==> config.mk <==
export PLATFORM = sky130hd
export DESIGN_NAME = alu_sequencer
export DESIGN_NICKNAME = d
export VERILOG_FILES = /design/src/rtl/alu_sequencer_pkg.sv /design/src/rtl/alu_sequencer_regfile4x8.sv /design/src/rtl/alu_sequencer.sv
export SDC_FILE = /design/constraint.sdc
export NUM_CORES = 1
export LEC_CHECK = 0
export ABC_AREA = 1
export ABC_CLOCK_PERIOD_IN_PS = 2250
export CORE_MARGIN = 2
export CORE_UTILIZATION = 26
export CTS_CLUSTER_SIZE = 12
export DETAILED_ROUTE_END_ITERATION = 6
export GPL_ROUTABILITY_DRIVEN = 0
export GPL_TIMING_DRIVEN = 0
export PLACE_DENSITY = 0.43
export RECOVER_POWER = 50
export SYNTH_ARGS = -nofsm -noshare
export SYNTH_HDL_FRONTEND = slang
export SYNTH_HIERARCHICAL = 1
export SYNTH_SLANG_ARGS = --single-unit
==> constraint.sdc <==
create_clock -name clk -period 2.25 [get_ports clk]
set_clock_uncertainty 0.1 [all_clocks]
set_input_delay 0.45 -clock clk [delete_from_list [all_inputs] [get_ports clk]]
set_output_delay 0.45 -clock clk [all_outputs]
set_load 0.02 [all_outputs]
==> src/rtl/alu_sequencer_pkg.sv <==
// Shared definitions for the ALU sequencer: states, opcodes,
// ALU control codes, instruction field layout and decode helpers.
package alu_sequencer_pkg;

  typedef enum logic [2:0] {
    S_IDLE,
    S_DECODE,
    S_EXEC,
    S_WB,
    S_HALT
  } state_t;

  localparam logic [2:0] OP_ADD  = 3'b000;
  localparam logic [2:0] OP_SUB  = 3'b001;
  localparam logic [2:0] OP_AND  = 3'b010;
  localparam logic [2:0] OP_OR   = 3'b011;
  localparam logic [2:0] OP_XOR  = 3'b100;
  localparam logic [2:0] OP_MOV  = 3'b101;
  localparam logic [2:0] OP_ILL  = 3'b110;
  localparam logic [2:0] OP_HALT = 3'b111;

  localparam logic [2:0] ALU_ADD = 3'b000;
  localparam logic [2:0] ALU_SUB = 3'b001;
  localparam logic [2:0] ALU_AND = 3'b010;
  localparam logic [2:0] ALU_OR  = 3'b011;
  localparam logic [2:0] ALU_XOR = 3'b100;

  localparam int OP_MSB = 7;
  localparam int OP_LSB = 5;
  localparam int RD_MSB = 4;
  localparam int RD_LSB = 3;
  localparam int RS_MSB = 2;
  localparam int RS_LSB = 1;

  // Latched instruction, bit 0 of the word is dropped.
  typedef struct packed {
    logic [2:0] op;
    logic [1:0] rd;
    logic [1:0] rs;
  } fields_t;

  function automatic logic is_alu(input logic [2:0] op);
    return (op == OP_ADD) || (op == OP_SUB) ||
           (op == OP_AND) || (op == OP_OR)  ||
           (op == OP_XOR);
  endfunction

  function automatic logic [2:0] alu_code(
    input logic [2:0] op
  );
    logic [2:0] c;
    c = ALU_ADD;
    unique case (1'b1)
      (op == OP_SUB): c = ALU_SUB;
      (op == OP_AND): c = ALU_AND;
      (op == OP_OR):  c = ALU_OR;
      (op == OP_XOR): c = ALU_XOR;
      default:        c = ALU_ADD;
    endcase
    return c;
  endfunction

endpackage

==> src/rtl/alu_sequencer_regfile4x8.sv <==
// Register file: one sync write port, two comb read ports, debug read.
// Ports: clk, reset, we/waddr/wdata, ra1/rd1, ra2/rd2, dbg_sel/dbg_data.
module regfile4x8 #(
  parameter int WIDTH = 8,
  parameter int NREGS = 4,
  parameter int AW    = $clog2(NREGS)
) (
  input  logic             clk,
  input  logic             reset,
  input  logic             we,
  input  logic [AW-1:0]    waddr,
  input  logic [WIDTH-1:0] wdata,
  input  logic [AW-1:0]    ra1,
  output logic [WIDTH-1:0] rd1,
  input  logic [AW-1:0]    ra2,
  output logic [WIDTH-1:0] rd2,
  input  logic [AW-1:0]    dbg_sel,
  output logic [WIDTH-1:0] dbg_data
);

  logic [WIDTH-1:0] mem_q [NREGS];
  logic [WIDTH-1:0] mem_d [NREGS];

  always_comb begin
    for (int i = 0; i < NREGS; i++) begin
      mem_d[i] = mem_q[i];
    end
    if (we) begin
      mem_d[waddr] = wdata;
    end
  end

  always_ff @(posedge clk) begin
    if (reset) begin
      for (int i = 0; i < NREGS; i++) begin
        mem_q[i] <= '0;
      end
    end else begin
      for (int i = 0; i < NREGS; i++) begin
        mem_q[i] <= mem_d[i];
      end
    end
  end

  assign rd1      = mem_q[ra1];
  assign rd2      = mem_q[ra2];
  assign dbg_data = mem_q[dbg_sel];

endmodule

==> src/rtl/alu_sequencer.sv <==
// Multi-cycle sequencer feeding an external ALU from a 4x8 regfile.
// Ports: instr handshake, direct load, ALU ctrl/operands/result, status, debug read.
module alu_sequencer
  import alu_sequencer_pkg::*;
#(
  parameter int WIDTH = 8,
  parameter int NREGS = 4
) (
  input  logic             clk,
  input  logic             reset,
  input  logic             instr_valid,
  input  logic [7:0]       instr,
  output logic             instr_ready,
  input  logic             ld_en,
  input  logic [1:0]       ld_sel,
  input  logic [WIDTH-1:0] ld_data,
  output logic [2:0]       ALUctrlbits,
  output logic [WIDTH-1:0] data1,
  output logic [WIDTH-1:0] data2,
  input  logic [WIDTH-1:0] result,
  input  logic             zero,
  output logic             done,
  output logic             err,
  output logic             zflag,
  output logic             halted,
  input  logic [1:0]       dbg_sel,
  output logic [WIDTH-1:0] dbg_data
);

  state_t           state_q, state_d;
  fields_t          instr_q, instr_d;
  logic [WIDTH-1:0] opa_q, opa_d;
  logic [WIDTH-1:0] opb_q, opb_d;
  logic [2:0]       ctrl_q, ctrl_d;
  logic [WIDTH-1:0] res_q, res_d;
  logic             zs_q, zs_d;
  logic             zflag_q, zflag_d;
  logic             err_q, err_d;

  logic             we;
  logic [1:0]       waddr;
  logic [WIDTH-1:0] wdata;
  logic [WIDTH-1:0] rd1, rd2;

  // Reserved instruction bit, intentionally ignored.
  logic unused_instr_bit;
  assign unused_instr_bit = instr[0];

  regfile4x8 #(
    .WIDTH (WIDTH),
    .NREGS (NREGS)
  ) u_rf (
    .clk      (clk),
    .reset    (reset),
    .we       (we),
    .waddr    (waddr),
    .wdata    (wdata),
    .ra1      (instr_q.rd),
    .rd1      (rd1),
    .ra2      (instr_q.rs),
    .rd2      (rd2),
    .dbg_sel  (dbg_sel),
    .dbg_data (dbg_data)
  );

  always_comb begin
    state_d = state_q;
    instr_d = instr_q;
    opa_d   = opa_q;
    opb_d   = opb_q;
    ctrl_d  = ctrl_q;
    res_d   = res_q;
    zs_d    = zs_q;
    zflag_d = zflag_q;
    err_d   = 1'b0;
    we      = 1'b0;
    waddr   = ld_sel;
    wdata   = ld_data;
    unique case (state_q)
      S_IDLE: begin
        // Load lands at this edge, so DECODE sees it.
        we = ld_en;
        if (instr_valid) begin
          instr_d = fields_t'(instr[7:1]);
          state_d = S_DECODE;
        end
      end
      S_DECODE: begin
        unique case (1'b1)
          (instr_q.op == OP_ILL): begin
            err_d   = 1'b1;
            state_d = S_IDLE;
          end
          (instr_q.op == OP_HALT): begin
            state_d = S_HALT;
          end
          default: begin
            // Operands only move when they will be used,
            // so the ALU-facing outputs hold otherwise.
            opa_d = rd1;
            opb_d = rd2;
            if (is_alu(instr_q.op)) begin
              ctrl_d = alu_code(instr_q.op);
            end
            state_d = S_EXEC;
          end
        endcase
      end
      S_EXEC: begin
        res_d   = result;
        zs_d    = zero;
        state_d = S_WB;
      end
      S_WB: begin
        we    = 1'b1;
        waddr = instr_q.rd;
        if (is_alu(instr_q.op)) begin
          wdata   = res_q;
          zflag_d = zs_q;
        end else begin
          wdata = opb_q;
        end
        state_d = S_IDLE;
      end
      S_HALT: begin
        state_d = S_HALT;
      end
      default: begin
        state_d = S_IDLE;
      end
    endcase
  end

  always_ff @(posedge clk) begin
    if (reset) begin
      state_q <= S_IDLE;
      instr_q <= '0;
      opa_q   <= '0;
      opb_q   <= '0;
      ctrl_q  <= ALU_ADD;
      res_q   <= '0;
      zs_q    <= 1'b0;
      zflag_q <= 1'b0;
      err_q   <= 1'b0;
    end else begin
      state_q <= state_d;
      instr_q <= instr_d;
      opa_q   <= opa_d;
      opb_q   <= opb_d;
      ctrl_q  <= ctrl_d;
      res_q   <= res_d;
      zs_q    <= zs_d;
      zflag_q <= zflag_d;
      err_q   <= err_d;
    end
  end

  assign instr_ready = (state_q == S_IDLE);
  assign done        = (state_q == S_WB);
  assign halted      = (state_q == S_HALT);
  assign err         = err_q;
  assign zflag       = zflag_q;
  assign ALUctrlbits = ctrl_q;
  assign data1       = opa_q;
  assign data2       = opb_q;

endmodule

==> results.json <==
{
  "dp_hpwl_mm": 9.82,
  "final.setup.tns_ps": 0,
  "final_nets": 733,
  "grt_overflow": 0,
  "area_delta_synth_final_pct": 30.0,
  "vdd_drop_max_v": 0.000334,
  "postCtsSetupBuffers": 0,
  "syn_avg_cell_area_sq_um": 6.18,
  "cts_tree": "done",
  "setup_ws_ps": 81.2,
  "wirelength_mm": 12.4,
  "max_slew_margin_pct": 57.4,
  "pre_cts_ws_ps": -642,
  "grtUsageTotal_pct": 16.1,
  "hold_violations": 0,
  "grt_pass1_wl_mm": 20.1,
  "initial_utilization_pct": 26.7,
  "synth.yosys.seq_area_share_pct": 37.2,
  "io_buffers": 62,
  "via_per_inst": 4.55,
  "cp.arrival_ps": 1620,
  "hold_path.class": "flop to flop",
  "crit_required_ps": 1700,
  "fmax_mhz": 461,
  "ant_nets": 0,
  "cts_buffer_depth": 2,
  "ctsHoldBuffers": 0,
  "rows": 44,
  "tightest_slew_ps": 640,
  "syn_inst": 627,
  "wl_per_cell_microns": 13.9,
  "io_pins": 65,
  "core_area_sq_um": 14500,
  "worst-setup-path-type": "flop to output port",
  "drive_gt1_share_pct": 6.67,
  "drcViolationCount": 0,
  "ys_warn_count": 6,
  "startpoint_type": "flop",
  "whs_ps": 352,
  "vias": 4046,
  "drv_slew": 0,
  "numCtsBuffers": 9,
  "ys_types": 20,
  "insertion_delay_ps": 340,
  "drtIter0Drc": 271,
  "status": "completed",
  "finalCritPeriodShare_pct": 96.4,
  "antenna_found_initial": 0,
  "endpoint_kind": "output port",
  "cts_root_buf": "clkbuf_16",
  "path_max_fanout": 4,
  "synthesis.nets": 660,
  "clk_pin_slew_ps": 60,
  "grt_max_degree": 13,
  "fin_area_sq_um": 5040,
  "dieHeight_microns": 126,
  "power.total_uw": 3850,
  "dieWidth_microns": 126,
  "num_antenna_cells": 0,
  "clock_sinks": 72,
  "grt_pass1_vias": 3914,
  "p_leak_uw": 0.00243,
  "cap_violations": 0,
  "dieArea_sq_um": 15900,
  "ys_ff_latch": 72,
  "grt_setup_unrepaired": "yes",
  "fin_crit_ps": 2170,
  "syn_area_sq_um": 3870,
  "dpl_cell_area_sq_um": 4720,
  "h-tree-depth": 3,
  "setup_viol": 0,
  "n_fill_cell": 1628,
  "power_density_nw_per_um2": 763,
  "dr.pass1.iters": 5,
  "cts-resized-gates": 23
}
-- routing by layer --
| metal | vias up | global-route usage [%] | share of wire, % | routed length, microns |
|---|---|---|---|---|
| li1 | 2088 | - | - | - |
| met1 | 1846 | 20.6 | 47 | 5880 |
| met2 | 94 | 26.8 | 46 | 5750 |
| met3 | 18 | 3.48 | 3.9 | 488 |
| met4 | 0 | 5.56 | 2.2 | 276 |
| met5 | - | 0 | 0 | 0 |
-- sequential cells by signal (all words and copies together) (netlist names) --
signal and cells:
zflag 1, data2 8, res_q 8, err 1, u_rf/mem_q 32, ALUctrlbits 3, state_q 3, instr_q 7
data1 8, zs_q 1
-- logic make-up after synthesis --
kind of cell	after synthesis	share of synthesized area, %
AOI/OAI and AO/OA	91	14.9
DFF	72	37.2
buffers and inverters	111	11.9
and+or+nand+nor	353	36.1
-- synth_stat cells, drive strengths merged --
master  count  area share, %
nand2     214             21
nor2      122             12
inv        79            7.7
dfxtp      72             37
o211ai     48            9.3
a21oi      22            2.8
o21ai      21            2.7
buf        16            2.6
clkbuf     16            1.6
nand3      16            2.6
nor4        1           0.16
-- final cells by class --
class / count / area (sq um) / area share [%]
plain buffers: 32 / 194 / 3.85
clock buffers: 11 / 243 / 4.82
clock inverters: 5 / 56.3 / 1.12
inverters: 79 / 297 / 5.89
multi-input cells: 444 / 1970 / 39.2
flip-flops and latches: 72 / 1440 / 28.6
well taps: 184 / 230 / 4.57
repair buffers: 62 / 603 / 12.0
-- power by group --
part,internal (uW),switching [uW]
clock network,887,560
logic,352,579
registers,1390,79.9
total,2630,1220
-- final timing paths --
path                            from                            end  slack (ps)  cells after the start
min reg2reg    res_q[3]$_SDFFE_PP0N_          res_q[3]$_SDFFE_PP0N_         350                      2
max reg2reg  state_q[2]$_SDFFE_PP0P_  u_rf/mem_q[3][6]$_SDFFE_PP0P_         150                     11
max          state_q[1]$_SDFFE_PP0P_                         halted          80                      6
min            res_q[3]$_SDFFE_PP0N_          res_q[3]$_SDFFE_PP0N_         350                      2
-- metrics by stage --
stage	std cells	util (%)
after floorplan	627	-
after global placement	873	32.5
after detailed placement	873	32.5
after CTS	889	34.8
after global routing	889	34.7
final	889	34.7
-- worst max-delay path, stage by stage, from the launching register on --
cell	delay, ps
dfxtp_1	350
inv_2	100
nand2_2	80
inv_1	50
nand2_1	60
inv_1	60
clkdlybuf4s50_1	590
-- placed cells by master, fill, tap and decap left out, types with 2 or more instances in the layout --
master / synthesis / layout
clkdlybuf4s50_1: 0 / 42
o211ai_1: 48 / 48
clkbuf_1: 16 / 17
nand2_1: 210 / 210
clkinv_2: 0 / 2
nand3_1: 12 / 12
buf_4: 7 / 7
dfxtp_1: 72 / 72
buf_2: 7 / 4
nor2_2: 2 / 2
inv_1: 77 / 77
dlygate4sd3_1: 0 / 9
nand2_2: 4 / 4
nand3_2: 4 / 4
clkbuf_16: 0 / 9
o21ai_2: 0 / 2
inv_2: 2 / 2
a21oi_1: 22 / 22
dlygate4sd2_1: 0 / 9
clkbuf_8: 0 / 4
o21ai_0: 12 / 12
o21ai_1: 9 / 7
nor2_1: 118 / 119
Power figures use the tool's default switching activity.
